==> src/rtl/usrt_pkg.sv <==
// rtl/usrt_pkg.sv - shared state encodings and frame constants for the serial tx/rx pair
package usrt_pkg;

   localparam int DATA_BITS = 8;
   localparam int BAUD_MIN  = 2;

   typedef enum logic [2:0] {
      s_IDLE   = 3'd0,
      s_START  = 3'd1,
      s_DATA   = 3'd2,
      s_STOP   = 3'd3,
      s_FINISH = 3'd4
   } state_t;

   // Baud values below BAUD_MIN are clamped so a bit always spans at least two clocks.
   function automatic logic [7:0] eff_baud(input logic [7:0] baud);
      return (baud < 8'(BAUD_MIN)) ? 8'(BAUD_MIN) : baud;
   endfunction

endpackage

==> src/rtl/rx_sync2.sv <==
// rtl/rx_sync2.sv - two-flop synchroniser for the serial line, resets to the idle (high) level
module rx_sync2 (
   input  logic i_Clk,
   input  logic i_Reset,
   input  logic i_D,
   output logic o_Q
);

   logic r_Meta;
   logic r_Sync;

   // Two-stage capture of the asynchronous line; both stages reset to idle-high.
   always_ff @(posedge i_Clk) begin
      if (i_Reset) begin
         r_Meta <= 1'b1;
         r_Sync <= 1'b1;
      end else begin
         r_Meta <= i_D;
         r_Sync <= r_Meta;
      end
   end

   assign o_Q = r_Sync;

endmodule

==> src/rtl/rxshift.sv <==
// rtl/rxshift.sv - receive shift register, mid-bit sampling; RXSHIFT_SYNC_EN adds a 2-flop line synchroniser
module rxshift #(
   parameter int DATA_BITS = usrt_pkg::DATA_BITS
) (
   input  logic                 i_Pclk,
   input  logic                 i_Reset,
   input  logic [7:0]           i_Baud,
   input  logic                 i_Enable,
   input  logic                 i_Rx_Serial,
   output logic [DATA_BITS-1:0] o_Data,
   output logic                 o_Pready,
   output logic                 o_Frame_Err
);

   import usrt_pkg::*;

   localparam int IDX_W = (DATA_BITS > 1) ? $clog2(DATA_BITS) : 1;

   state_t               r_State;
   state_t               w_State_Nxt;
   logic [7:0]           r_Count;
   logic [7:0]           w_Count_Nxt;
   logic [IDX_W-1:0]     r_Index;
   logic [IDX_W-1:0]     w_Index_Nxt;
   logic [DATA_BITS-1:0] r_Shift;
   logic [DATA_BITS-1:0] w_Shift_Nxt;
   logic [DATA_BITS-1:0] r_Data;
   logic [DATA_BITS-1:0] w_Data_Nxt;
   logic                 r_Pready;
   logic                 w_Pready_Nxt;
   logic                 r_Frame_Err;
   logic                 w_Frame_Err_Nxt;
   logic                 r_Armed;
   logic                 w_Armed_Nxt;

   logic                 w_Rx;
   logic [7:0]           w_Baud;
   logic [7:0]           w_Baud_M1;
   logic [7:0]           w_Half_M1;

`ifdef RXSHIFT_SYNC_EN
   rx_sync2 u_rx_sync2 (
      .i_Clk   (i_Pclk),
      .i_Reset (i_Reset),
      .i_D     (i_Rx_Serial),
      .o_Q     (w_Rx)
   );
`else
   assign w_Rx = i_Rx_Serial;
`endif

   assign w_Baud    = eff_baud(i_Baud);
   assign w_Baud_M1 = w_Baud - 8'd1;
   assign w_Half_M1 = (w_Baud >> 1) - 8'd1;

   // Next-state and datapath decode; every target starts from its held value.
   always_comb begin
      w_State_Nxt     = r_State;
      w_Count_Nxt     = r_Count;
      w_Index_Nxt     = r_Index;
      w_Shift_Nxt     = r_Shift;
      w_Data_Nxt      = r_Data;
      w_Pready_Nxt    = 1'b0;
      w_Frame_Err_Nxt = r_Frame_Err;
      w_Armed_Nxt     = r_Armed;

      case (r_State)
         s_IDLE: begin
            w_Count_Nxt = 8'd0;
            w_Index_Nxt = '0;
            if (w_Rx) begin
               w_Armed_Nxt = 1'b1;
            end
            if (i_Enable && r_Armed && !w_Rx) begin
               w_State_Nxt = s_START;
            end
         end
         s_START: begin
            if (r_Count >= w_Half_M1) begin
               w_Count_Nxt = 8'd0;
               // A high line at mid-start means a glitch, not a frame.
               w_State_Nxt = w_Rx ? s_IDLE : s_DATA;
            end else begin
               w_Count_Nxt = r_Count + 8'd1;
            end
         end
         s_DATA: begin
            if (r_Count >= w_Baud_M1) begin
               w_Count_Nxt          = 8'd0;
               w_Shift_Nxt[r_Index] = w_Rx;
               if (r_Index == IDX_W'(DATA_BITS - 1)) begin
                  w_Index_Nxt = '0;
                  w_State_Nxt = s_STOP;
               end else begin
                  w_Index_Nxt = r_Index + 1'b1;
               end
            end else begin
               w_Count_Nxt = r_Count + 8'd1;
            end
         end
         s_STOP: begin
            if (r_Count >= w_Baud_M1) begin
               w_Count_Nxt  = 8'd0;
               w_Pready_Nxt = 1'b1;
               w_State_Nxt  = s_FINISH;
               if (w_Rx) begin
                  w_Data_Nxt      = r_Shift;
                  w_Frame_Err_Nxt = 1'b0;
               end else begin
                  // Bad stop bit: keep the last good byte and disarm until the line idles high.
                  w_Frame_Err_Nxt = 1'b1;
                  w_Armed_Nxt     = 1'b0;
               end
            end else begin
               w_Count_Nxt = r_Count + 8'd1;
            end
         end
         s_FINISH: begin
            w_Count_Nxt = 8'd0;
            w_State_Nxt = s_IDLE;
            if (r_Frame_Err) begin
               w_Armed_Nxt = 1'b0;
            end
         end
         default: begin
            w_Count_Nxt = 8'd0;
            w_Index_Nxt = '0;
            w_State_Nxt = s_IDLE;
         end
      endcase

      // Disabling mid-frame abandons the frame without touching the presented result.
      if (!i_Enable && (r_State != s_IDLE)) begin
         w_State_Nxt     = s_IDLE;
         w_Count_Nxt     = 8'd0;
         w_Index_Nxt     = '0;
         w_Pready_Nxt    = 1'b0;
         w_Data_Nxt      = r_Data;
         w_Frame_Err_Nxt = r_Frame_Err;
         w_Armed_Nxt     = r_Armed;
      end
   end

   // State and datapath registers with synchronous reset.
   always_ff @(posedge i_Pclk) begin
      if (i_Reset) begin
         r_State     <= s_IDLE;
         r_Count     <= 8'd0;
         r_Index     <= '0;
         r_Shift     <= '0;
         r_Data      <= '0;
         r_Pready    <= 1'b0;
         r_Frame_Err <= 1'b0;
         r_Armed     <= 1'b0;
      end else begin
         r_State     <= w_State_Nxt;
         r_Count     <= w_Count_Nxt;
         r_Index     <= w_Index_Nxt;
         r_Shift     <= w_Shift_Nxt;
         r_Data      <= w_Data_Nxt;
         r_Pready    <= w_Pready_Nxt;
         r_Frame_Err <= w_Frame_Err_Nxt;
         r_Armed     <= w_Armed_Nxt;
      end
   end

   assign o_Data      = r_Data;
   assign o_Pready    = r_Pready;
   assign o_Frame_Err = r_Frame_Err;

endmodule

==> config.mk <==
export PLATFORM = sky130hd
export DESIGN_NAME = rxshift
export DESIGN_NICKNAME = d
export VERILOG_FILES = /design/src/rtl/usrt_pkg.sv /design/src/rtl/rx_sync2.sv /design/src/rtl/rxshift.sv
export SDC_FILE = /design/constraint.sdc
export NUM_CORES = 1
export LEC_CHECK = 0
export BUFFER_PORTS_ARGS = -buffer_cell sky130_fd_sc_hd__buf_2
export CAP_MARGIN = 20
export CORE_UTILIZATION = 55
export CTS_BUF_LIST = sky130_fd_sc_hd__clkbuf_16
export DETAILED_ROUTE_END_ITERATION = 8
export PLACE_DENSITY = 0.87
export SYNTH_ARGS = -nofsm -noshare
export SYNTH_HDL_FRONTEND = slang
export SYNTH_SLANG_ARGS = --single-unit
==> constraint.sdc <==
create_clock -name i_Pclk -period 8.6 [get_ports i_Pclk]
set_clock_uncertainty 0.1 [all_clocks]
set_input_delay 1.72 -clock i_Pclk [delete_from_list [all_inputs] [get_ports i_Pclk]]
set_output_delay 1.72 -clock i_Pclk [all_outputs]
set_load 0.05 [all_outputs]
Word level (Yosys, flattened, before mapping)
Cells that the tools add are included.
{"block": "totals", "reg_bits": 33, "latch_bits": 0, "ramBits": 0, "romBits": 0, "in_bits": 12, "word_cells": 76, "mem_count": 0}
{"block": "op_classes", "add_sub_neg": 4, "multipliers": 0, "div": 0, "order_cmp": 5, "n_eq_ne": 13, "n_shift": 0, "mux": 24, "n_bitwise": 3, "n_reduce_logical": 19}
{"op": "2-to-1 mux 8 bit", "count": 3}
{"op": "2-to-1 mux 3 bit", "count": 7}
{"op": ">= comparator 8 bit", "count": 2}
{"op": "inequality test 2 bit (second input constant)", "count": 8}
{"op": "one-hot mux 8 bit (2 select lines)", "count": 1}
{"op": "one-hot mux 3 bit (4 select lines)", "count": 1}
{"op": "adder 8 x 1 -> 8 bit (second input constant)", "count": 1}
{"op": "bitwise mux 8 bit", "count": 1}
{"op": "less-than comparator 8 x 2 -> 1 bit (second input constant)", "count": 1}
{"op": "subtractor 7 x 1 -> 8 bit (second input constant)", "count": 1}
{"op": "subtractor 8 x 1 -> 8 bit (second input constant)", "count": 1}
{"op": "2-to-1 mux 1 bit", "count": 7}
{"op": "== test 3 x 2 -> 1 bit (second input constant)", "count": 2}
{"op": "== test 3 bit (second input constant)", "count": 2}
{"op": "one-hot mux 3 bit (2 select lines)", "count": 1}
{"op": "AND reduction 6 bit", "count": 1}
{"op": "nonzero test 3 bit", "count": 2}
{"op": "OR reduction 3 bit", "count": 2}
{"op": "AND reduction 5 bit", "count": 1}
{"op": "logical AND 1 bit", "count": 4}
{"op": "less-than comparator 3 x 4 -> 1 bit (second input constant)", "count": 1}
{"op": "AND reduction 2 bit", "count": 2}
{"op": "AND reduction 4 bit", "count": 1}
{"op": "OR reduction 2 bit", "count": 2}
{"op": "other kinds (10)", "count": 13}

Depth between registers and ports, before layout
{"block": "logic_depth", "ltp_word": 6, "ltp_mapped": 15, "depth_no_buf": 14}

Worst setup path after synthesis
Ideal clock, no wire load.
{"block": "synth_path", "kind": "input to register", "start": "in i_Baud[5]", "end": "reg r_Index[0]", "setup_time_ns": 0.121, "arrival_time_ns": 4.881, "t_required_ns": 8.379, "setup_slack_ns": 3.498, "stages": 15, "path_buffers": 2, "cell_sequence": "clkbuf_1 > nor3_1 > a21oi_1 > ha_1 > nor3b_1 > nor3b_1 > nand2_1 > xor2_1 > ha_1 > and3_1 > a221oi_1 > and2_4 > buf_6 > nor4_1 > mux2_2"}
{"block": "synth_via", "elab_chain_len": 6}
{"item": "start, declared", "line_no": "rxshift.sv:7", "source": "input logic [7:0] i_Baud,"}
{"item": "less-than comparator 8 x 2 -> 1 bit", "line_no": "usrt_pkg.sv:17", "source": "return (baud < 8'(BAUD_MIN)) ? 8'(BAUD_MIN) : baud;"}
{"item": "2-to-1 mux 8 bit *", "line_no": "usrt_pkg.sv:17"}
{"item": "subtractor 8 x 1 -> 8 bit *", "line_no": "rxshift.sv:53", "source": "assign w_Baud_M1 = w_Baud - 8'd1;"}
{"item": ">= comparator 8 bit *", "line_no": "rxshift.sv:88", "source": "if (r_Count >= w_Baud_M1) begin"}
{"item": "inequality test 2 bit (no line) *"}
{"item": "AND reduction 2 bit (no line) *"}
{"item": "end signal, assigned", "line_no": "rxshift.sv:158", "source": "r_Index <= w_Index_Nxt;"}
{"item": "end, declared", "line_no": "rxshift.sv:23", "source": "logic [IDX_W-1:0] r_Index;"}
Every way passes the cells marked *; elsewhere a longest branch is shown, timed or not.
A chain may end at the register's enable or synchronous reset.

Worst setup path after layout
{"block": "layout_path", "start": "in i_Baud[3]", "end": "reg r_Frame_Err (netlist: o_Frame_Err)"}
{"block": "layout_via", "elab_chain_len": 5}
{"item": "less-than comparator 8 x 2 -> 1 bit", "line_no": "usrt_pkg.sv:17"}
{"item": "2-to-1 mux 8 bit *", "line_no": "usrt_pkg.sv:17"}
{"item": "subtractor 8 x 1 -> 8 bit *", "line_no": "rxshift.sv:53"}
{"item": ">= comparator 8 bit *", "line_no": "rxshift.sv:102", "source": "if (r_Count >= w_Baud_M1) begin"}
{"item": "AND reduction 3 bit (no line) *"}
{"item": "end signal, assigned", "line_no": "rxshift.sv:162", "source": "r_Frame_Err <= w_Frame_Err_Nxt;"}
{"item": "end, declared", "line_no": "rxshift.sv:31", "source": "logic r_Frame_Err;"}
Marks and branches as above.

==> results.toml <==
[drt]
post_drt_via_cell_ratio = 5.83
avgRoutedWirePerCell_um = 13.5
routed_wl_um = 3890
met2WireLength_um = 1750
drc_errors = 0
drt.antenna.violating_nets = 0
first_pass_iters = 4
highest-signal-layer = "met4"
met1_length_um = 1970
drt_first_iter_violations = 137
dr_total_vias = 1679
wl_met3_um = 134

[floorplan]
fp.dieH_um = 63.1
io_pins = 22
floorplan.die_area_um2 = 3980
floorplan.rows = 21
core_region_area_um2 = 3440
floorplan.initialDensity_pct = 59.6
fp.dieW_um = 63.1

[critical_path]
worstPathBufferInverterCount = 1
cell_family_with_the_largest_share_of_critical_path_delay = "simple AND/OR/NAND/NOR gates"
ordered_cell_list_for_the_critical_path = "buf_2, or3_1, nor2_1, a21oi_1, ha_1, nor3b_1, nor3b_1, nand2_1, xor2_1, ha_1, and3_1, a221oi_1, nand2_1, nand2b_1, and3_1"
crit-reg2reg-capture = "o_Frame_Err"
crit_arrival_ps = 5560
timing.critical_path.fanout_max = 12
end_kind = "flip-flop"
slowest_cell_on_the_critical_path = "sky130_fd_sc_hd__a221oi_1"
critPathMaxStageDelay_ps = 410
critPathLaunchType = "input port"
cp.required_ps = 8710
worst_r2r_startpoint = "r_Count[5]"
class_of_the_most_critical_setup_path = "input port to flip-flop"
timing.reg2reg.worst_path_depth = 6
worst-r2r-setup-slack_ps = 6180

[clock_network]
htreeDepth = 2
worst_setup_hold_path_clk_slew_ps = 50
numClockSinks = 33
cts_made_buffers = 5
clk_path_buf_depth = 2
tritoncts = "yes"
cts.hold.buffers_added = 0
worstSkewPairLatency_ps = 270
buffers_inserted_by_post_cts_timing_repair = 0
clock-root-buffer = "sky130_fd_sc_hd__clkbuf_16"
cts.repair.resized = 0

[timing]
final_setup_fails = 0
max_freq_mhz = 184
fin_ws_ps = 3160
rsz_0062_raised_after_global_routing = "no"
worst_margin_slew_ps = 599
hold_viol = 0
setup-tns-final_ps = 0
slew_viol_final = 0
max_slew_headroom_pct = 60.0
final_critical_path_required_period_ps = 5440
finalCritPeriodShare_pct = 63.3

[synthesis]
ys_seq_area_share_pct = 32.2
synth.most_common_cell = "sky130_fd_sc_hd__dfxtp_1"
netlist.area_leader.share_pct = 32.2
async_flop_share_pct = 0
synth-warning-count = 0
syn-num-nets = 260
yosys_register_bits = 33
avgSynthCellArea_um2 = 9.07
mappedNetlistArea_um2 = 2050
ys_top_cells_by_area = "sky130_fd_sc_hd__dfxtp_1 (32%), sky130_fd_sc_hd__ha_1 (13%), sky130_fd_sc_hd__nor3_1 (5.9%)"
postSynthCellCount = 226
synth_cell_types = 48
ys.flop_type = "sky130_fd_sc_hd__dfxtp_1"
synth_common_cells = "sky130_fd_sc_hd__dfxtp_1 (33), sky130_fd_sc_hd__nor3_1 (24), sky130_fd_sc_hd__ha_1 (22)"
number_of_enable_flip_flop_cells_after_synthesis = 0
synthDominantAreaCellType = "sky130_fd_sc_hd__dfxtp_1"

[final_layout]
insertedDiodeCount = 0
syn_to_final_growth_pct = 11.7
finalNetCount = 275
filler_cell_count = 286
drive_above_1_share_pct = 17.4

[global_route]
grt_util_all_layers_pct = 22.8
grt_max_degree = 22
antenna_violations_before_repair = 0
first_global_vias = 1632
overflow = 0
grt_pass1_wl_um = 7250

[placed_design]
place_congestion = 0.826
port-buffer-count = 21
dp.final_hpwl_um = 2880
pre_cts_ws_ps = 2920

[pwr]
power_density_nw_per_um2 = 153
max-vdd-ir-drop_mv = 0.133
reported_leakage_power_uw = 0.000998

[hold_path]
worstHoldEndpoint = "r_Shift[0]"
min_from = "r_Shift[0]"
hold_depth = 2
hold_path.class = "flip-flop to flip-flop"

[run]
cap_viol_max_count = 0

[run_status]
status = "finished clean"
==> state kept, by name, summed over array words and instances, names as in the netlist <==
| register | count |
|---|---|
| o_Data | 8 |
| o_Frame_Err | 1 |
| o_Pready | 1 |
| r_Armed | 1 |
| r_Count | 8 |
| r_Index | 3 |
| r_Shift | 8 |
| r_State | 3 |
==> final cells by class <==
class | instances | area, um2 | area share (%)
clock buffers | 5 | 125 | 5.46
flip-flops and latches | 33 | 661 | 28.9
inverters | 5 | 18.8 | 0.820
well taps | 46 | 57.6 | 2.51
clock inverters | 3 | 12.5 | 0.546
repair buffers | 21 | 105 | 4.59
multi-input cells | 175 | 1310 | 57.2
==> power breakdown <==
part	switching (uW)	leakage (uW)	total, uW	internal [uW]
clock network	61.3	0.0000687	166	104
logic	17.8	0.000663	29.5	11.7
registers	1.31	0.000266	155	154
total	80.4	0.000998	351	270
==> cell usage in the layout (no fill, tap or decap), types with 2 or more instances in the layout <==
| master | netlist | final |
|---|---|---|
| sky130_fd_sc_hd__dfxtp_1 | 33 | 33 |
| sky130_fd_sc_hd__nor3_1 | 24 | 24 |
| sky130_fd_sc_hd__ha_1 | 22 | 22 |
| sky130_fd_sc_hd__buf_2 | 4 | 21 |
| sky130_fd_sc_hd__nand2_1 | 19 | 19 |
| sky130_fd_sc_hd__nand3_1 | 9 | 9 |
| sky130_fd_sc_hd__mux2i_1 | 9 | 9 |
| sky130_fd_sc_hd__xor2_1 | 8 | 8 |
| sky130_fd_sc_hd__a31o_2 | 8 | 8 |
| sky130_fd_sc_hd__xnor2_1 | 7 | 7 |
| sky130_fd_sc_hd__nor3b_1 | 7 | 7 |
| sky130_fd_sc_hd__a21oi_1 | 7 | 7 |
| sky130_fd_sc_hd__inv_1 | 5 | 5 |
| sky130_fd_sc_hd__nor2b_1 | 5 | 5 |
| sky130_fd_sc_hd__clkbuf_16 | 0 | 5 |
| sky130_fd_sc_hd__nand3b_1 | 4 | 4 |
| sky130_fd_sc_hd__o21ai_0 | 4 | 4 |
| sky130_fd_sc_hd__nor2_1 | 3 | 3 |
| sky130_fd_sc_hd__nor4_1 | 3 | 3 |
| sky130_fd_sc_hd__nand4_1 | 3 | 3 |
| sky130_fd_sc_hd__o211a_1 | 2 | 2 |
| sky130_fd_sc_hd__and3_1 | 2 | 2 |
| sky130_fd_sc_hd__a21o_1 | 2 | 2 |
| sky130_fd_sc_hd__nand2b_1 | 2 | 2 |
| sky130_fd_sc_hd__a22o_1 | 2 | 2 |
| sky130_fd_sc_hd__nand4b_1 | 2 | 2 |
| sky130_fd_sc_hd__clkinv_1 | 0 | 2 |
==> per-layer routing <==
layer  vias up  track usage [%]
li1        860                -
met1       788             29.6
met2        25             36.4
met3         6             5.98
met4         0             7.27
met5         -                0
==> logic make-up after synthesis <==
family                     Yosys count  share of synthesized area (%)
and+or+nand+nor                     91                           25.1
AOI/OAI and AO/OA                   36                           13.9
DFF                                 33                           32.2
adders and majority gates           22                           13.4
buffers and inverters               18                           3.90
xor gates and xnor gates            15                           6.41
muxes                               10                           4.94
other                                1                          0.183
==> stage by stage <==
| stage | utilization [%] | hold WS (ps) | cell area, um2 | cells | power, uW |
|---|---|---|---|---|---|
| floorplan | - | 347 | 2050 | 226 | 180 |
| global placement | 62.5 | 357 | 2150 | 280 | 187 |
| detailed placement | 62.5 | 367 | 2150 | 280 | 188 |
| CTS | 66.5 | 375 | 2290 | 288 | 354 |
| global route | 66.5 | 395 | 2290 | 288 | 365 |
| finish | 66.5 | 373 | 2290 | 288 | 351 |
==> worst max path at each step <==
stage / start / end / cells after the start
finish: i_Baud[3] / o_Frame_Err / 15
global route: i_Baud[3] / o_Frame_Err / 15
CTS: i_Baud[3] / o_Frame_Err / 15
detailed placement: i_Baud[3] / o_Frame_Err / 15
global placement: i_Baud[3] / o_Frame_Err / 15
floorplan: i_Baud[5] / r_Index[0] / 15
==> tightest hold or removal path, delay by kind of cell, from the launching register on <==
family | cells | cell delay, ps
flip-flops | 1 | 290
AND/OR/NAND/NOR | 1 | 70
multiplexers | 1 | 60
Note: power is estimated with default switching activity, not from simulation.
